**src/rtl/i2c_slave_rtc_pkg.sv**
```systemverilog
`default_nettype none
// ============================================================================
// Module   : i2c_slave_rtc_pkg
// Brief    : Shared types and register-map constants for the PCF8563-style
//            I2C target (FSM state encoding, time register addresses and
//            reset-value helper).
// Revision : 1.0 - initial release
// ============================================================================
package i2c_slave_rtc_pkg;

  // Protocol FSM states
  typedef enum logic [3:0] {
    ST_IDLE      = 4'd0,
    ST_ADDR      = 4'd1,
    ST_ADDR_ACK  = 4'd2,
    ST_WADDR     = 4'd3,
    ST_WADDR_ACK = 4'd4,
    ST_WDATA     = 4'd5,
    ST_WDATA_ACK = 4'd6,
    ST_RDATA     = 4'd7,
    ST_RACK      = 4'd8
  } state_e;

  // Time-keeping registers preset from TIME_INI
  localparam logic [3:0] REG_SEC  = 4'h2;
  localparam logic [3:0] REG_MIN  = 4'h3;
  localparam logic [3:0] REG_HOUR = 4'h4;
  localparam logic [3:0] REG_DAY  = 4'h5;
  localparam logic [3:0] REG_MON  = 4'h7;
  localparam logic [3:0] REG_YEAR = 4'h8;

  localparam int NUM_REGS = 16;

  // Reset contents of register 'a' given packed YY_MM_DD_hh_mm_ss (BCD)
  function automatic logic [7:0] reset_value(input logic [47:0] ini, input logic [3:0] a);
    case (a)
      REG_YEAR: return ini[47:40];
      REG_MON:  return ini[39:32];
      REG_DAY:  return ini[31:24];
      REG_HOUR: return ini[23:16];
      REG_MIN:  return ini[15:8];
      REG_SEC:  return ini[7:0];
      default:  return 8'h00;
    endcase
  endfunction

endpackage
`default_nettype wire

```
**src/rtl/i2c_bus_sync.sv**
```systemverilog
`default_nettype none
// ============================================================================
// Module   : i2c_bus_sync
// Brief    : Brings the asynchronous SCL/SDA pins into sys_clk, filters
//            glitches shorter than DEB_LEN cycles and emits one-cycle
//            scl_rise / scl_fall / start / stop pulses plus the clean SDA level.
// Revision : 1.0 - initial release
// ============================================================================
module i2c_bus_sync #(
  parameter int DEB_LEN = 3
) (
  input  logic sys_clk,
  input  logic sys_rst,
  input  logic scl_i,
  input  logic sda_i,
  output logic sda_lvl,
  output logic scl_rise,
  output logic scl_fall,
  output logic start,
  output logic stop
);

  localparam int CW = $clog2(DEB_LEN + 1);

  // Index 0 carries SCL, index 1 carries SDA
  logic [1:0] w_pins;
  logic [1:0] w_filt;
  logic [1:0] prev_q;
  logic [1:0] prev_d;

  assign w_pins = {sda_i, scl_i};

  for (genvar g = 0; g < 2; g++) begin : g_chan
    logic [1:0]    sync_q;
    logic [1:0]    sync_d;
    logic [CW-1:0] cnt_q;
    logic [CW-1:0] cnt_d;
    logic          filt_q;
    logic          filt_d;

    // Shift pin into the synchroniser; accept a new level only after it has
    // differed from the filtered level for DEB_LEN consecutive cycles
    always_comb begin
      sync_d = {sync_q[0], w_pins[g]};
      cnt_d  = '0;
      filt_d = filt_q;
      if (sync_q[1] != filt_q) begin
        if (cnt_q == CW'(DEB_LEN - 1)) begin
          filt_d = sync_q[1];
        end else begin
          cnt_d = cnt_q + 1'b1;
        end
      end
    end

    // Synchroniser and filter state; idle bus level is high
    always_ff @(posedge sys_clk) begin
      if (sys_rst) begin
        sync_q <= 2'b11;
        cnt_q  <= '0;
        filt_q <= 1'b1;
      end else begin
        sync_q <= sync_d;
        cnt_q  <= cnt_d;
        filt_q <= filt_d;
      end
    end

    assign w_filt[g] = filt_q;
  end : g_chan

  assign prev_d = w_filt;

  // Delayed copy of the filtered levels for edge detection
  always_ff @(posedge sys_clk) begin
    if (sys_rst) begin
      prev_q <= 2'b11;
    end else begin
      prev_q <= prev_d;
    end
  end

  assign sda_lvl  = w_filt[1];
  assign scl_rise =  w_filt[0] & ~prev_q[0];
  assign scl_fall = ~w_filt[0] &  prev_q[0];
  assign start    =  w_filt[0] &  prev_q[0] &  prev_q[1] & ~w_filt[1];
  assign stop     =  w_filt[0] &  prev_q[0] & ~prev_q[1] &  w_filt[1];

endmodule
`default_nettype wire

```
**src/rtl/i2c_slave_rtc.sv**
```systemverilog
`default_nettype none
// ============================================================================
// Module   : i2c_slave_rtc
// Brief    : I2C target emulating the PCF8563 16 x 8-bit register map.
//            Auto-incrementing register pointer, user read port and a
//            write-notification strobe for every committed bus byte.
// Revision : 1.0 - initial release
// ============================================================================
module i2c_slave_rtc
  import i2c_slave_rtc_pkg::*;
#(
  parameter logic [6:0]  SLAVE_ADDR = 7'h51,
  parameter logic [47:0] TIME_INI   = 48'h18_05_23_09_30_00,
  parameter int          DEB_LEN    = 3
) (
  input  logic       sys_clk,
  input  logic       sys_rst,
  input  logic       scl_i,
  input  logic       sda_i,
  output logic       sda_oe,
  input  logic [3:0] rd_addr,
  output logic [7:0] rd_data,
  output logic       wr_pulse,
  output logic [3:0] wr_addr,
  output logic [7:0] wr_data,
  output logic       busy
);

  logic w_sda_lvl;
  logic w_scl_rise;
  logic w_scl_fall;
  logic w_start;
  logic w_stop;

  i2c_bus_sync #(
    .DEB_LEN (DEB_LEN)
  ) u_bus_sync (
    .sys_clk  (sys_clk),
    .sys_rst  (sys_rst),
    .scl_i    (scl_i),
    .sda_i    (sda_i),
    .sda_lvl  (w_sda_lvl),
    .scl_rise (w_scl_rise),
    .scl_fall (w_scl_fall),
    .start    (w_start),
    .stop     (w_stop)
  );

  state_e     state_q,    state_d;
  logic [3:0] bit_cnt_q,  bit_cnt_d;   // SCL rises seen in the current byte, 0..8
  logic [7:0] sr_q,       sr_d;        // receive shift register
  logic [7:0] tx_q,       tx_d;        // transmit byte, current bit at [7]
  logic [3:0] ptr_q,      ptr_d;
  logic       rw_q,       rw_d;
  logic       sda_oe_q,   sda_oe_d;
  logic       busy_q,     busy_d;
  logic       wr_pulse_q, wr_pulse_d;
  logic [3:0] wr_addr_q,  wr_addr_d;
  logic [7:0] wr_data_q,  wr_data_d;
  logic [7:0] rd_data_q,  rd_data_d;
  logic [7:0] regs_q [NUM_REGS];
  logic [7:0] regs_d [NUM_REGS];

  logic       w_counting;
  logic       w_byte_done;
  logic [3:0] w_next_ptr;

  // Bits are clocked in only in states that carry a data/ack bit from the master
  // or count bits going out; ACK states of our own do not count.
  assign w_counting  = (state_q == ST_ADDR)  || (state_q == ST_WADDR) ||
                       (state_q == ST_WDATA) || (state_q == ST_RDATA) ||
                       (state_q == ST_RACK);
  assign w_byte_done = (bit_cnt_q == 4'd8);
  assign w_next_ptr  = ptr_q + 4'd1;

  // Protocol next-state: STOP/START override everything, then SCL edge handling
  always_comb begin
    state_d    = state_q;
    bit_cnt_d  = bit_cnt_q;
    sr_d       = sr_q;
    tx_d       = tx_q;
    ptr_d      = ptr_q;
    rw_d       = rw_q;
    sda_oe_d   = sda_oe_q;
    busy_d     = busy_q;
    wr_pulse_d = 1'b0;
    wr_addr_d  = wr_addr_q;
    wr_data_d  = wr_data_q;
    rd_data_d  = regs_q[rd_addr];
    for (int i = 0; i < NUM_REGS; i++) begin
      regs_d[i] = regs_q[i];
    end

    if (w_stop) begin
      state_d   = ST_IDLE;
      busy_d    = 1'b0;
      sda_oe_d  = 1'b0;
      bit_cnt_d = 4'd0;
    end else if (w_start) begin
      // Pointer survives a repeated START so write-address + re-START read works
      state_d   = ST_ADDR;
      busy_d    = 1'b0;
      sda_oe_d  = 1'b0;
      bit_cnt_d = 4'd0;
    end else begin
      if (w_scl_rise && w_counting && !w_byte_done) begin
        sr_d      = {sr_q[6:0], w_sda_lvl};
        bit_cnt_d = bit_cnt_q + 4'd1;
      end
      if (w_scl_fall) begin
        case (state_q)
          ST_IDLE: begin
          end
          ST_ADDR: begin
            if (w_byte_done) begin
              bit_cnt_d = 4'd0;
              if (sr_q[7:1] == SLAVE_ADDR) begin
                state_d  = ST_ADDR_ACK;
                sda_oe_d = 1'b1;
                busy_d   = 1'b1;
                rw_d     = sr_q[0];
              end else begin
                state_d  = ST_IDLE;
              end
            end
          end
          ST_ADDR_ACK: begin
            if (rw_q) begin
              state_d  = ST_RDATA;
              tx_d     = regs_q[ptr_q];
              sda_oe_d = ~regs_q[ptr_q][7];
            end else begin
              state_d  = ST_WADDR;
              sda_oe_d = 1'b0;
            end
          end
          ST_WADDR: begin
            if (w_byte_done) begin
              bit_cnt_d = 4'd0;
              ptr_d     = sr_q[3:0];
              state_d   = ST_WADDR_ACK;
              sda_oe_d  = 1'b1;
            end
          end
          ST_WADDR_ACK, ST_WDATA_ACK: begin
            state_d  = ST_WDATA;
            sda_oe_d = 1'b0;
          end
          ST_WDATA: begin
            if (w_byte_done) begin
              bit_cnt_d     = 4'd0;
              regs_d[ptr_q] = sr_q;
              wr_pulse_d    = 1'b1;
              wr_addr_d     = ptr_q;
              wr_data_d     = sr_q;
              ptr_d         = w_next_ptr;
              state_d       = ST_WDATA_ACK;
              sda_oe_d      = 1'b1;
            end
          end
          ST_RDATA: begin
            if (w_byte_done) begin
              bit_cnt_d = 4'd0;
              sda_oe_d  = 1'b0;
              state_d   = ST_RACK;
            end else begin
              tx_d     = {tx_q[6:0], 1'b0};
              sda_oe_d = ~tx_q[6];
            end
          end
          ST_RACK: begin
            // Acts only once the master's ACK/NACK bit has been sampled
            if (bit_cnt_q == 4'd1) begin
              bit_cnt_d = 4'd0;
              if (!sr_q[0]) begin
                ptr_d    = w_next_ptr;
                tx_d     = regs_q[w_next_ptr];
                sda_oe_d = ~regs_q[w_next_ptr][7];
                state_d  = ST_RDATA;
              end else begin
                sda_oe_d = 1'b0;
                state_d  = ST_IDLE;
              end
            end
          end
          default: begin
            state_d  = ST_IDLE;
            sda_oe_d = 1'b0;
          end
        endcase
      end
    end
  end

  // All protocol, register-file and output state; reset releases SDA immediately
  always_ff @(posedge sys_clk) begin
    if (sys_rst) begin
      state_q    <= ST_IDLE;
      bit_cnt_q  <= 4'd0;
      sr_q       <= 8'h00;
      tx_q       <= 8'h00;
      ptr_q      <= 4'd0;
      rw_q       <= 1'b0;
      sda_oe_q   <= 1'b0;
      busy_q     <= 1'b0;
      wr_pulse_q <= 1'b0;
      wr_addr_q  <= 4'd0;
      wr_data_q  <= 8'h00;
      rd_data_q  <= 8'h00;
      for (int i = 0; i < NUM_REGS; i++) begin
        regs_q[i] <= reset_value(TIME_INI, 4'(i));
      end
    end else begin
      state_q    <= state_d;
      bit_cnt_q  <= bit_cnt_d;
      sr_q       <= sr_d;
      tx_q       <= tx_d;
      ptr_q      <= ptr_d;
      rw_q       <= rw_d;
      sda_oe_q   <= sda_oe_d;
      busy_q     <= busy_d;
      wr_pulse_q <= wr_pulse_d;
      wr_addr_q  <= wr_addr_d;
      wr_data_q  <= wr_data_d;
      rd_data_q  <= rd_data_d;
      for (int i = 0; i < NUM_REGS; i++) begin
        regs_q[i] <= regs_d[i];
      end
    end
  end

  assign sda_oe   = sda_oe_q;
  assign busy     = busy_q;
  assign wr_pulse = wr_pulse_q;
  assign wr_addr  = wr_addr_q;
  assign wr_data  = wr_data_q;
  assign rd_data  = rd_data_q;

endmodule
`default_nettype wire

```
**config.mk**
```make
export PLATFORM = sky130hd
export DESIGN_NAME = i2c_slave_rtc
export DESIGN_NICKNAME = d
export VERILOG_FILES = /design/src/rtl/i2c_slave_rtc_pkg.sv /design/src/rtl/i2c_bus_sync.sv /design/src/rtl/i2c_slave_rtc.sv
export SDC_FILE = /design/constraint.sdc
export NUM_CORES = 1
export LEC_CHECK = 0
export ABC_AREA = 1
export BUFFER_PORTS_ARGS = -buffer_cell sky130_fd_sc_hd__buf_2
export CAP_MARGIN = 20
export CELL_PAD_IN_SITES_DETAIL_PLACEMENT = 1
export CELL_PAD_IN_SITES_GLOBAL_PLACEMENT = 1
export CORE_MARGIN = 1.5
export CORE_UTILIZATION = 30
export DETAILED_ROUTE_END_ITERATION = 12
export GPL_TIMING_DRIVEN = 0
export PLACE_DENSITY_LB_ADDON = 0.05
export SYNTH_ARGS = -nofsm -noshare
export SYNTH_HDL_FRONTEND = slang
export SYNTH_SLANG_ARGS = --single-unit
```
**constraint.sdc**
```tcl
create_clock -name sys_clk -period 4.25 [get_ports sys_clk]
set_clock_uncertainty 0.2 [all_clocks]
set_input_delay 0 -clock sys_clk [delete_from_list [all_inputs] [get_ports sys_clk]]
set_output_delay 0 -clock sys_clk [all_outputs]
set_load 0.03 [all_outputs]
```
### Word level (Yosys, flattened, before mapping)

Memory sizes are Yosys's and may differ from the RTL's. A register that Yosys moved wholly into a read port is not among the register bits.
Index checks and enable logic that the tools add are counted.

| storage, ports and cells | value |
|---|---|
| register bits | 55 |
| memory bits (writable) | 128 |
| input bits | 8 |
| output and inout port bits | 23 |
| word-level logic and storage cells | 196 |
| memories | 1 |

Memories:

| name | depth | bits a word | rd ports | clocked after Yosys merged registers in | write ports | line | source |
|---|---|---|---|---|---|---|---|
| regs_q | 16 | 8 | 19 | 2 | 16 | i2c_slave_rtc.sv:61 | `logic [7:0] regs_q [NUM_REGS];` |

| cells by class | value |
|---|---|
| add/subtract/negate cells | 4 |
| order comparisons | 2 |
| equality and inequality tests | 31 |
| muxes and demuxes | 70 |
| bitwise operators | 38 |
| reduce and logical (&&, ||, !) cells | 31 |

Operators with widths:

| operator | number |
|---|---|
| 128-bit two-way mux | 5 |
| 8-bit two-way mux | 23 |
| 128-bit bitwise mux | 1 |
| 4-bit two-way mux | 15 |
| 8-bit demux with 4-bit select | 1 |
| 4-bit case mux with 8 select lines | 1 |
| 7-bit two-way mux | 4 |
| 7-bit case mux with 3 select lines | 1 |
| 4-bit by 3-bit equality test with 1-bit output (second input constant) | 4 |
| 1-bit OR | 16 |
| 8-bit AND reduction | 2 |
| 2-bit inequality test (second input constant) | 7 |
| 1-bit inverter | 14 |
| 7-bit AND reduction | 2 |
| 1-bit two-way mux | 13 |
| 3-bit by 2-bit inequality test with 1-bit output (second input constant) | 4 |
| 4-bit case mux with 3 select lines | 1 |
| 6-bit AND reduction | 2 |
| 3-bit OR reduction | 3 |
| 4-bit by 1-bit adder with 4-bit output (second input constant) | 2 |
| 4-bit by 1-bit equality test with 1-bit output (second input constant) | 2 |
| 4-bit by 2-bit equality test with 1-bit output (second input constant) | 2 |
| 4-bit equality test (second input constant) | 2 |
| 2-bit by 1-bit inequality test with 1-bit output (second input constant) | 4 |
| 26 further kinds | 45 |

### Depth between registers and ports, before layout

Gate-level depths: netlist (run 1).

| depth | value |
|---|---|
| depth in word-level cells | 12 |
| depth in mapped cells | 15 |
| mapped depth without buffers | 13 |

### Modules after synthesis

A second synthesis (run 1) with hierarchy kept.

| second synthesis, totals | value |
|---|---|
| cell total of the unflattened synthesis | 1,637 |
| area, all modules | 11,036.8 µm² |

Modules (own cells, without submodules):

| module | instances | cells an instance | area an instance (µm²) | sequential area each (µm²) |
|---|---|---|---|---|
| i2c_slave_rtc | 1 | 1,587 | 10,607.7 | 3,663.5 |
| i2c_bus_sync | 1 | 50 | 429.2 | 240.2 |

### Worst setup path before layout (run 1)

Ideal clock, no wire load.

| path | value |
|---|---|
| path kind | register to register |
| from | register ptr_q[0] |
| to | register sda_oe_q (netlist: sda_oe) |
| setup time | 112 ps |
| arrival | 2,057 ps |
| required time | 3,938 ps |
| path slack | 1,881 ps |
| cell stages (with the launch flop) | 15 |
| buffers on the path | 4 |
| period minus slack after synthesis | 2,369 ps |
| cell sequence | dfxtp_1 > buf_2 > inv_1 > buf_2 > ha_1 > buf_2 > inv_1 > clkbuf_1 > nand3_1 > nand3_1 > nand3_1 > nand3_1 > nand3_1 > nor2_1 > nor2_1 |

| on the way | value |
|---|---|
| cells in the longest elaborated chain, start to end | 6 |

Ends and longest elaborated chain:

| item | line | source |
|---|---|---|
| from (decl) | i2c_slave_rtc.sv:53 | `logic [3:0] ptr_q, ptr_d;` |
| from (signal assigned) | i2c_slave_rtc.sv:218 | `ptr_q <= ptr_d;` |
| 4-bit by 1-bit adder with 4-bit output | i2c_slave_rtc.sv:74 | `assign w_next_ptr = ptr_q + 4'd1;` |
| memory read 16 x 8 bit | n/a |  |
| 1-bit inverter | i2c_slave_rtc.sv:178 | `sda_oe_d = ~regs_q[w_next_ptr][7];` |
| 1-bit two-way mux | i2c_slave_rtc.sv:175 | `if (!sr_q[0]) begin` |
| 1-bit two-way mux | i2c_slave_rtc.sv:173 | `if (bit_cnt_q == 4'd1) begin` |
| 1-bit case mux with 6 select lines | i2c_slave_rtc.sv:111 | `case (state_q)` |
| to (signal assigned) | i2c_slave_rtc.sv:220 | `sda_oe_q <= sda_oe_d;` |
| to (decl) | i2c_slave_rtc.sv:55 | `logic sda_oe_q, sda_oe_d;` |

No other way between the ends. The select of a mux whose other input is x is not followed.
A chain may end at the register's enable or synchronous reset.

### Final worst setup path (run 1)

| path | value |
|---|---|
| from | register ptr_q[0] |
| to | register tx_q[2] |

| on the way | value |
|---|---|
| cells in the longest elaborated chain, start to end | 5 |

Ends and longest elaborated chain:

| item | line | source |
|---|---|---|
| 4-bit by 1-bit adder with 4-bit output | i2c_slave_rtc.sv:74 |  |
| memory read 16 x 8 bit | n/a |  |
| 7-bit two-way mux | i2c_slave_rtc.sv:175 |  |
| 7-bit two-way mux | i2c_slave_rtc.sv:173 |  |
| 7-bit case mux with 3 select lines | i2c_slave_rtc.sv:111 |  |
| to (signal assigned) | i2c_slave_rtc.sv:217 | `tx_q <= tx_d;` |
| to (decl) | i2c_slave_rtc.sv:52 | `logic [7:0] tx_q, tx_d;` |

No other way between the ends. The select of a mux whose other input is x is not followed.

==> reports/results.env, run 1 <==
TRACK_USAGE=0.3406
SYNTHESIZED_NETS=1631
POST_SYNTH_INSTANCE_AREA_UM2=10720
POST_ROUTE_CELLS_DRIVE_ABOVE_1_SHARE=0.07633
INITIAL_CORE_UTIL=0.3029
SYNTH-MAIN-FF-CELL='dfxtp_1'
WORST_SLEW_MARGIN_REL=0.2488
FIRST_GLOBAL_VIAS=11910
FINAL_MIN_PERIOD_OVER_CLOCK_PERIOD=0.9718
SYNTH_ENABLE_FLOP_CELLS=0
SYNTH_LARGEST_TYPE_AREA_FRACTION=0.3641
AVGSYNTHCELLAREA_UM2=6.644
LEAKAGEPOWER_nW=4.447
LAYOUT_SETUP_WS_PS=119.8
SYNTH.FF_LATCH_COUNT=195
HTREE_LEVELS=4
GP_ROUTABILITY_CONGESTION=1.012
SEQ_AREA_FRAC_SYNTH=0.3641
DP_WORST_SETUP_SLACK_PS=117.2
DIODES=0
CTS_BUFFER_DEPTH=2
RRSETUPSLACK_PS=120
CRIT_FANOUT=11
CAP_VIOLATIONS=0
SYNTH_COMMONEST_CELLS='265 x a21oi_1, 247 x o21ai_0, 218 x nand2_1'
WIRE_LENGTH_OF_THE_FIRST_GLOBAL_ROUTING_PASS_UM=87350
CRITPATHKIND='flip-flop to flip-flop'
WORSTHOLDENDPOINT='rd_data[1]$_SDFF_PP0_'
CTS-BUFFERS-INSERTED=17
CLK_ROOT_BUFFER_CELL='clkbuf_16'
CHIPHEIGHT_UM=192.1
WORST_SLEW_PIN_SLEW_PS=1127
TIMING.RR.START='ptr_q[0]$_SDFFE_PP0P_'
HOLD_VIOL_FINAL=0
DRT_PASS1_ITERATIONS=6
CORE.ROWCOUNT=69
YOSYSWARNINGS=0
GLOBALROUTEOVERFLOWTOTAL=0
SYNTHESIZED_NETLIST_CELL_COUNT=1614
WORST_R2R_PATH_DEPTH=15
N_FILL_CELL=4550
GRT_ANTENNA_BEFORE_REPAIR=2
WORSTHOLDPATHCELLS=4
LAYOUT_MIN_CYCLE_TIME_PS=4130
SYNTH_TOP_CELLS_BY_AREA='dfxtp_1 36%, a21oi_1 12%, o21ai_0 12%'
HPWL_UM=45260
CTS_TREE='yes'
VIAS_CELL=5.781
DIEAREA_UM2=36890
MAXIMUM_NUMBER_OF_PINS_ON_ONE_NET_BEFORE_GLOBAL_ROUTE_REPAIR=19
TIMING.HOLD.WORST.CLASS='input port to flip-flop'
CRITPATHREQUIREDTIME_PS=4490
FIN_SETUP_TNS_PS=0
NETLIST.TOP_CELL.BY_AREA='dfxtp_1'
SETUP.WORST_PATH.START_CLASS='flip-flop'
FINAL_NETS=1681
DISTINCT_CELL_TYPE_COUNT_OF_THE_SYNTHESIZED_NETLIST=34
CTS.SINK_COUNT=195
ENDPOINT_KIND='flip-flop'
SYNTH.MOST_COMMON_CELL='a21oi_1'
TOTALWIRELENGTH_UM=61790
CLK_TRANSITION_REPORTED_PATHS_PS=80
FP.DIEW_UM=192.1
POWER_PER_CELL_AREA_nW_PER_UM2=326.7
DRC_ERRORS=0
FLOW.AREA_GROWTH_FROM_SYNTHESIS_PCT=13.17
ROUTEDWLPERCELL_UM=28.90
SYNTHARSTFLOPSHARE=0
MAX_CLOCK_FREQ_MHz=242.1
GR-USAGE-MET1=0.4581
HOLDCRITSTARTPOINT='rd_addr[2]'
GRT_UTIL_MET3=0.06870
OUTCOME='completed'
CORE-AREA_UM2=35400
NUM_VIAS=12360
GRT_SETUP_UNREPAIRED='no'
VDD.IR_DROP.WORST_uV=307.9
TIMING.RR.END='tx_q[2]$_SDFFE_PP0P_'
INITIAL_DRT_MARKERS=1342
HIGHEST_UTILIZATION_ROUTING_LAYER_AT_THE_GLOBAL_ROUTE_STAGE='met2'
CLKLATENCYLATEPIN_PS=490
REPORT.FINAL.SLEW_VIOL_COUNT=0
FINALSETUPVIOLATIONS=0
FINAL_UTIL=0.3428
BUFFER_PORTS.INSERTED=25
ARRIVAL_TIME_WORST_ENDPOINT_PS=4370
ANT_NETS=0
GRTUSAGEMET2=0.5235
DESIGN.PORTCOUNT=31
[how the worst max path moves through the flow]
stage | to | start | cells after the start
floorplan | sda_oe$_SDFFE_PP0P_ | ptr_q[0]$_SDFFE_PP0P_ | 14
global placement | sda_oe$_SDFFE_PP0P_ | ptr_q[0]$_SDFFE_PP0P_ | 13
detailed placement | sda_oe$_SDFFE_PP0P_ | ptr_q[0]$_SDFFE_PP0P_ | 13
CTS | sda_oe$_SDFFE_PP0P_ | ptr_q[0]$_SDFFE_PP0P_ | 13
global route | sda_oe$_SDFFE_PP0P_ | ptr_q[0]$_SDFFE_PP0P_ | 14
finish | tx_q[2]$_SDFFE_PP0P_ | ptr_q[0]$_SDFFE_PP0P_ | 15
[registers in the layout, summed over array words and instances, names as in the netlist, 2 cells and up, named ones only]
signal                    flops
wr_addr                       4
ptr_q                         4
tx_q                          7
state_q                       4
rd_data                       8
u_bus_sync.g_chan.sync_q      4
u_bus_sync.g_chan.cnt_q       4
wr_data                       8
u_bus_sync.prev_q             2
bit_cnt_q                     4
regs_q                      128
sr_q                          8
[critical path, cell delays in order, from the launching register on]
cell and delay [ps]:
dfxtp_1 380, buf_2 210, inv_1 260, buf_2 500, ha_1 320, buf_2 250
inv_1 120, clkbuf_1 700, o211ai_1 190, nand3_1 240, nand3_1 280, nand2_1 150
nand2_1 60, nand3_1 110, nand2_1 60, inv_1 40
[what timing repair did]
action,4_1_cts,5_1_grt
gates resized for setup,0,3
buffers inserted,0,0
setup endpoints to repair,0,1
hold buffers,6,0
hold endpoints to repair,16,0
[power breakdown]
part / switching, mW / internal (mW)
Sequential: 0.00253 / 1.83
Combinational: 0.182 / 0.0562
Clock: 0.867 / 1.02
[metrics by stage]
stage / instances / power [mW] / instance area [um2] / hold slack (ps)
final: 2138 / 3.965 / 12140 / 173.0
after floorplan: 1614 / 2.005 / 10720 / -96.19
after global routing: 2138 / 4.069 / 12140 / 230.2
after global placement: 2100 / 2.103 / 11420 / -13.14
after detailed placement: 2100 / 2.105 / 11420 / -11.50
after CTS: 2138 / 3.982 / 12130 / 131.7
[layer usage]
metal / part of all wire / vias up / wire length, um
met5: 0.00019 / - / 12
li1: - / 5578 / -
met2: 0.44 / 543 / 26990
met1: 0.44 / 6095 / 27170
met4: 0.043 / 2 / 2679
met3: 0.080 / 141 / 4936
[area by class of cell]
type	instances	area, um2	share of cell area
Tap cell	461	576.8	0.04753
Clock inverter	14	210.2	0.01732
Inverter	195	735.7	0.06062
Timing Repair Buffer	31	185.2	0.01526
Multi-Input combinational cell	1103	5580	0.4598
Clock buffer	18	439.2	0.03619
Buffer	121	504.2	0.04155
Sequential cell	195	3904	0.3217
[placed cells by master, fill, tap and decap left out, types with 2 or more instances in the layout]
cell type / count
nor2_2: 4
dlygate4sd3_1: 6
buf_1: 5
nor3_1: 9
clkbuf_1: 78
nor2_4: 6
a211oi_1: 12
nand2_2: 9
nor2_1: 51
o21ai_0: 247
inv_2: 3
clkinv_1: 2
o211ai_1: 72
nand4_1: 4
clkinv_2: 3
inv_1: 188
buf_2: 61
xor2_1: 2
inv_6: 4
nand2_1: 218
ha_1: 9
a21oi_1: 265
nand3_1: 181
or2_2: 4
clkbuf_16: 17
inv_8: 4
dfxtp_1: 195
o21ai_1: 2
bufinv_16: 4
[logic make-up (layout without fill, tap and decap cells)]
| family | Yosys count | count (layout) | share of synthesized area |
|---|---|---|---|
| AO/OA/AOI/OAI | 602 | 602 | 0.3019 |
| XOR/XNOR | 4 | 4 | 0.004669 |
| adder cells (fa/ha/maj) | 9 | 9 | 0.01050 |
| buffers and inverters | 316 | 379 | 0.1155 |
| flip-flops | 195 | 195 | 0.3641 |
| AND/OR/NAND/NOR | 488 | 488 | 0.2034 |
Note: power is estimated with default switching activity, not from simulation.
==> inputs of run 2 (changes only) <==
Settings changed: ABC_AREA 1 to unset.
==> reports/results.env, run 2 <==
GRT_SETUP_UNREPAIRED='no'
TIMING.HOLD.WORST.CLASS='input port to flip-flop'
SETUP.WORST_PATH.START_CLASS='flip-flop'
CLK_TRANSITION_REPORTED_PATHS_PS=80
WORSTHOLDENDPOINT='rd_data[2]$_SDFF_PP0_'
WIRE_LENGTH_OF_THE_FIRST_GLOBAL_ROUTING_PASS_UM=59620
MAX_CLOCK_FREQ_MHz=247.5
ANT_NETS=0
FINALSETUPVIOLATIONS=0
CLK_ROOT_BUFFER_CELL='clkbuf_16'
ARRIVAL_TIME_WORST_ENDPOINT_PS=4170
TIMING.RR.END='tx_q[6]$_SDFFE_PP0P_'
DIEAREA_UM2=36210
GRTUSAGEMET2=0.3443
CTS_TREE='yes'
ENDPOINT_KIND='flip-flop'
GRT_ANTENNA_BEFORE_REPAIR=1
SYNTHARSTFLOPSHARE=0
TRACK_USAGE=0.2326
SYNTH.MOST_COMMON_CELL='dfxtp_1'
WORST_R2R_PATH_DEPTH=12
VDD.IR_DROP.WORST_uV=255.9
HPWL_UM=30720
TIMING.RR.START='ptr_q[0]$_SDFFE_PP0P_'
CRITPATHREQUIREDTIME_PS=4380
HIGHEST_UTILIZATION_ROUTING_LAYER_AT_THE_GLOBAL_ROUTE_STAGE='met2'
LAYOUT_SETUP_WS_PS=209.2
CRIT_FANOUT=10
DIODES=0
NETLIST.TOP_CELL.BY_AREA='dfxtp_1'
CLKLATENCYLATEPIN_PS=460
CAP_VIOLATIONS=0
FIRST_GLOBAL_VIAS=8280
LAYOUT.CELLS.MOST_COMMON='dfxtp_1'
POWER_mW=3.737
CORE-AREA_UM2=34540
WORST_SLEW_PIN_SLEW_PS=1082
AVGSYNTHCELLAREA_UM2=10.48
FINAL_MIN_PERIOD_OVER_CLOCK_PERIOD=0.9508
CRIT_PATH_FREQUENT_CELL='buf_4'
CRITICAL_PATH.CELL_CHAIN='buf_4, buf_4, inv_1, ha_1, buf_2, clkbuf_4, buf_4, mux4_2, mux2i_1, a21oi_1, nor3_1, nor3_1'
SLOWEST_DELAY_PS=520
CP_SLOWEST_CELL='dfxtp_1'
SYNTH_ENABLE_FLOP_CELLS=0
REPORT.FINAL.SLEW_VIOL_COUNT=0
RRSETUPSLACK_PS=210
AREA_OF_THE_MULTI_INPUT_GATES_UM2=6202
DP_WORST_SETUP_SLACK_PS=-1068
POST-CTS-SETUP-BUFFERS=0
INITIAL_DRT_MARKERS=548
GLOBALROUTEOVERFLOWTOTAL=0
REGISTERS.TOP_BY_FF_COUNT='regs_q'
LEAKAGEPOWER_nW=4.833
CRITPATHKIND='flip-flop to flip-flop'
SYNTH_COMMONEST_CELLS='195 x dfxtp_1, 177 x nor2_1, 157 x mux2i_1'
HOLD_VIOL_FINAL=0
NUMPLACEDINSTANCES=1485
HTREE_LEVELS=4
WORST_SLEW_MARGIN_REL=0.2787
MAXIMUM_NUMBER_OF_PINS_ON_ONE_NET_BEFORE_GLOBAL_ROUTE_REPAIR=19
BUFFER_PORTS.INSERTED=25
GRT_UTIL_MET3=0.04748
FP.DIEW_UM=190.3
SYNTH-MAIN-FF-CELL='dfxtp_1'
GP_ROUTABILITY_CONGESTION=0.8611
LARGEST_REG_FLOPS=128
SYNTH_TOP_CELLS_BY_AREA='dfxtp_1 37%, mux4_2 19%, mux2i_1 15%'
CORE.ROWCOUNT=68
LAYOUT.CELLS.MOST_COMMON_LIST='195 x dfxtp_1, 177 x nor2_1, 156 x mux2i_1'
SYNTHESIZED_NETLIST_CELL_COUNT=1004
FINAL_NETS=1068
N_FILL_CELL=3928
POST_SYNTH_INSTANCE_AREA_UM2=10520
TIMING.HOLD.WS_PS=36.05
GR-USAGE-MET1=0.3431
CTS_BUFFER_DEPTH=2
FLOW.AREA_GROWTH_FROM_SYNTHESIS_PCT=12.90
DRC_ERRORS=0
CTS-BUFFERS-INSERTED=17
ROUTEDWLPERCELL_UM=26.65
NUM_VIAS=8227
CHIPHEIGHT_UM=190.3
SEQ_AREA_FRAC_SYNTH=0.3709
SYNTHESIZED_NETS=1021
LAYOUT_MIN_CYCLE_TIME_PS=4041
POST_ROUTE_CELLS_DRIVE_ABOVE_1_SHARE=0.2002
SYNTH.FF_LATCH_COUNT=195
WORSTHOLDPATHCELLS=3
OUTCOME='completed'
HOLDCRITSTARTPOINT='rd_addr[3]'
CTS.SINK_COUNT=195
FINAL_CELL_COUNT_NO_FILL=1519
YOSYSWARNINGS=0
TOTALWIRELENGTH_UM=40480
SEQ_AREA_UM2=3904
POWER_PER_CELL_AREA_nW_PER_UM2=314.5
DRT_PASS1_ITERATIONS=5
DISTINCT_CELL_TYPE_COUNT_OF_THE_SYNTHESIZED_NETLIST=59
DESIGN.PORTCOUNT=31
VIAS_CELL=5.416
SYNTH_LARGEST_TYPE_AREA_FRACTION=0.3709
INITIAL_CORE_UTIL=0.3047
run 2: cell type report:
| class | instances | area share |
|---|---|---|
| clock inverter | 15 | 0.01632 |
| timing repair buffer | 28 | 0.01285 |
| clock buffer | 17 | 0.03580 |
| inverter | 15 | 0.004739 |
| buffer | 86 | 0.03180 |
| multi-input combinational | 708 | 0.5220 |
| tap | 455 | 0.04791 |
| sequential | 195 | 0.3286 |
run 2: worst max-delay path: cells and delay by family (launching register included):
family / cells / cell delay [ps]
simple gates: 2 / 410
fa+ha+maj: 1 / 310
compound gates: 1 / 120
buf+inv: 6 / 1640
mux: 2 / 690
flops: 1 / 520
run 2: cells by family after synthesis:
family / synth area share
flip-flops: 0.3709
AND/OR/NAND/NOR: 0.1460
XOR/XNOR: 0.006539
multiplexers: 0.3537
buffers and inverters: 0.04007
adder cells (fa/ha/maj): 0.01070
AO/OA/AOI/OAI: 0.07205
run 2: worst max-delay path by stage:
stage	from	to	cells past startpoint
final	ptr_q[0]$_SDFFE_PP0P_	tx_q[6]$_SDFFE_PP0P_	12
after floorplan	ptr_q[0]$_SDFFE_PP0P_	tx_q[2]$_SDFFE_PP0P_	12
after CTS	ptr_q[0]$_SDFFE_PP0P_	tx_q[6]$_SDFFE_PP0P_	12
after detailed placement	ptr_q[0]$_SDFFE_PP0P_	tx_q[6]$_SDFFE_PP0P_	12
after global placement	ptr_q[0]$_SDFFE_PP0P_	tx_q[6]$_SDFFE_PP0P_	12
after global routing	ptr_q[0]$_SDFFE_PP0P_	tx_q[6]$_SDFFE_PP0P_	12
run 2: routing by layer:
metal / share of wire / routed length [um] / vias up
li1: - / - / 3749
met1: 0.50 / 20440 / 4227
met2: 0.43 / 17470 / 215
met3: 0.047 / 1914 / 34
met4: 0.016 / 634 / 2
met5: 0.00032 / 13 / -
run 2: power breakdown:
group	switching, mW	internal (mW)	leakage (nW)
Combinational	0.0803	0.0348	2.96
Clock	0.844	0.947	0.300
Sequential	0.00174	1.83	1.57
run 2: what timing repair did:
item | 4_1_cts | 5_1_grt
endpoints found under the setup margin | 10 | 3
hold buffers | 2 | 0
endpoints found under the hold margin | 2 | 0
pin swaps | 0 | 0
gates resized for setup | 8 | 2
run 2: stage by stage:
stage | area, um2 | TNS, ps | utilization
4_1_cts | 11880 | 0 | 0.3438
3_5_place_dp | 11230 | -5949 | 0.3250
6_report | 11880 | 0 | 0.3440
3_3_place_gp | 11220 | -6560 | 0.3248
5_1_grt | 11880 | 0 | 0.3440
2_1_floorplan | 10520 | 0 | -
==> inputs of run 3 (changes only) <==
Settings changed: CORE_MARGIN 1.5 to 5, RECOVER_POWER set to 25.
Clock period 4.25 ns to 4.15 ns, I/O delays scaled along.
==> reports/results.env, run 3 (synthesis gave the netlist of run 2 again) <==
CLKLATENCYLATEPIN_PS=460
CRITICAL_PATH.CELL_CHAIN='buf_4, buf_4, inv_1, ha_1, buf_2, clkbuf_4, buf_4, mux4_2, mux2i_1, a21oi_1, nor3_1, nor3_1'
DRC_ERRORS=0
LARGEST_REG_FLOPS=128
WORSTHOLDENDPOINT='u_bus_sync.g_chan[0].cnt_q[1]$_SDFF_PP0_'
CRIT_PATH_FREQUENT_CELL='buf_4'
FINAL_NETS=1069
WIRE_LENGTH_OF_THE_FIRST_GLOBAL_ROUTING_PASS_UM=59580
VIAS_CELL=5.407
CORE-AREA_UM2=34630
INITIAL_DRT_MARKERS=597
FINAL_DESIGN_AREA_NO_FILL_UM2=11840
INITIAL_CORE_UTIL=0.3039
N_FILL_CELL=3848
CHIPHEIGHT_UM=197.3
GLOBALROUTEOVERFLOWTOTAL=0
BUFFER_PORTS.INSERTED=25
LAYOUT_MIN_CYCLE_TIME_PS=3927
COMBPWRFRAC=0.032
WORST_R2R_PATH_DEPTH=12
SLOWEST_DELAY_PS=440
DIODES=0
ROUTEDWLPERCELL_UM=26.72
CORE.ROWCOUNT=68
SEQ_POWER_SHARE=0.496
ENDPOINT_KIND='flip-flop'
TRACK_USAGE=0.2107
DETAILED_PLACE.AREA_UM2=11230
SEQ_AREA_UM2=3905
CRITPATHREQUIREDTIME_PS=4280
ARRIVAL_TIME_WORST_ENDPOINT_PS=4060
CRITPATHKIND='flip-flop to flip-flop'
POST-CTS-SETUP-BUFFERS=0
LEAKAGEPOWER_nW=4.728
GRT_ANTENNA_BEFORE_REPAIR=0
FLOW.AREA_GROWTH_FROM_SYNTHESIS_PCT=12.47
FINALSETUPVIOLATIONS=0
FINAL_UTIL=0.3418
ANT_NETS=0
WORST_SLEW_PIN_SLEW_PS=1920
MAXIMUM_NUMBER_OF_PINS_ON_ONE_NET_BEFORE_GLOBAL_ROUTE_REPAIR=21
CP_SLOWEST_CELL='mux2i_1'
DESIGN.PORTCOUNT=31
CTS_TREE='yes'
TIMING.RR.START='ptr_q[0]$_SDFFE_PP0P_'
SETUP.WORST_PATH.START_CLASS='flip-flop'
HOLD_VIOL_FINAL=0
OUTCOME='finished with violations'
GRT_SETUP_UNREPAIRED='no'
LAYOUT.CELLS.MOST_COMMON_LIST='194 x dfxtp_1, 178 x nor2_1, 157 x mux2i_1'
AREA_OF_THE_MULTI_INPUT_GATES_UM2=6181
TOTALWIRELENGTH_UM=40620
WORSTHOLDPATHCELLS=3
CTS_BUFFER_DEPTH=2
HTREE_LEVELS=4
DRT_PASS1_ITERATIONS=5
VDD.IR_DROP.WORST_uV=296.2
POST_ROUTE_CELLS_DRIVE_ABOVE_1_SHARE=0.1765
CLKPWRFRAC=0.473
MAX_CLOCK_FREQ_MHz=254.7
POWER.SWITCHING_mW=1.000
DIEAREA_UM2=38930
CAP_VIOLATIONS=1
CLK_ROOT_BUFFER_CELL='clkbuf_16'
LAYOUT.CELLS.MOST_COMMON='dfxtp_1'
GP_ROUTABILITY_CONGESTION=0.8722
CTS-BUFFERS-INSERTED=17
CLK_TRANSITION_REPORTED_PATHS_PS=80
FP.DIEW_UM=197.3
FIRST_GLOBAL_VIAS=8366
HOLDCRITSTARTPOINT='sys_rst'
CRIT_FANOUT=10
REPORT.FINAL.SLEW_VIOL_COUNT=10
TIMING.HOLD.WORST.CLASS='input port to flip-flop'
WORST_SLEW_MARGIN_REL=-0.2977
NUM_VIAS=8218
POWER_PER_CELL_AREA_nW_PER_UM2=319.6
INTERNAL_POWER_mW=2.783
TIMING.RR.END='tx_q[2]$_SDFFE_PP0P_'
POWER.SWITCHING_FRACTION=0.2644
CTS.SINK_COUNT=195
FINAL_MIN_PERIOD_OVER_CLOCK_PERIOD=0.9462
VIOLATIONS_IN_THE_FINAL_REPORTS='max-capacitance violations, max-slew violations'
HPWL_UM=30730
RRSETUPSLACK_PS=220
REGISTERS.TOP_BY_FF_COUNT='regs_q'
## run 3: through the flow
| stage | setup slack, ps | total power [mW] | std cells | setup TNS (ps) | hold slack [ps] |
|---|---|---|---|---|---|
| 5_1_grt | 92.89 | 3.885 | 1520 | 0 | 65.99 |
| 4_1_cts | 71.80 | 3.827 | 1519 | 0 | 36.52 |
| 3_3_place_gp | -1285 | 2.038 | 1484 | -7904 | -16.77 |
| 2_1_floorplan | 843.4 | 1.991 | 1004 | 0 | -96.19 |
| 6_report | 223.2 | 3.783 | 1520 | 0 | 43.62 |
| 3_5_place_dp | -1217 | 2.039 | 1485 | -7286 | -10.58 |
## run 3: worst max-delay path, delay by kind of cell (launching register included)
family,cells,cell delay (ps)
DFF,1,420
AOI/OAI and AO/OA,1,130
and+or+nand+nor,2,340
muxes,2,760
adders and majority gates,1,310
buffers and inverters,6,1600
## run 3: how the worst max path moves through the flow
| stage | start | endpoint | depth (start not counted) |
|---|---|---|---|
| 4_1_cts | ptr_q[0]$_SDFFE_PP0P_ | tx_q[2]$_SDFFE_PP0P_ | 12 |
| 5_1_grt | ptr_q[0]$_SDFFE_PP0P_ | tx_q[6]$_SDFFE_PP0P_ | 12 |
| 3_3_place_gp | ptr_q[0]$_SDFFE_PP0P_ | tx_q[6]$_SDFFE_PP0P_ | 12 |
| 6_report | ptr_q[0]$_SDFFE_PP0P_ | tx_q[2]$_SDFFE_PP0P_ | 12 |
| 3_5_place_dp | ptr_q[0]$_SDFFE_PP0P_ | tx_q[6]$_SDFFE_PP0P_ | 12 |
| 2_1_floorplan | ptr_q[0]$_SDFFE_PP0P_ | tx_q[2]$_SDFFE_PP0P_ | 12 |
## run 3: cell type report
class | instances | share of cell area
Clock inverter | 15 | 0.01564
Buffer | 86 | 0.03171
Clock buffer | 17 | 0.03594
Timing Repair Buffer | 29 | 0.01173
Inverter | 15 | 0.004757
Multi-Input combinational cell | 708 | 0.5222
Sequential cell | 195 | 0.3299
Tap cell | 455 | 0.04810
## run 3: layer usage
metal	wire length [um]	track usage	vias up
met5	0	0	-
met3	2067	0.04435	30
met2	17650	0.3159	193
li1	-	-	3750
met4	556	0.04340	0
met1	20340	0.3139	4245
## run 3: power by group through the flow
stage	combinational, mW	sequential [mW]	clock (mW)
5_1_grt	0.127	1.88	1.88
6_report	0.119	1.87	1.79
4_1_cts	0.121	1.87	1.83
3_3_place_gp	0.119	1.92	0
2_1_floorplan	0.0690	1.92	0
3_5_place_dp	0.120	1.92	0
## run 3: timing repair
| item | 4_1_cts | 5_1_grt |
|---|---|---|
| endpoints found under the hold margin | 2 | 0 |
| resized for setup | 9 | 2 |
| endpoints found under the setup margin | 10 | 3 |
| gates cloned | 0 | 0 |
| hold buffers | 2 | 0 |
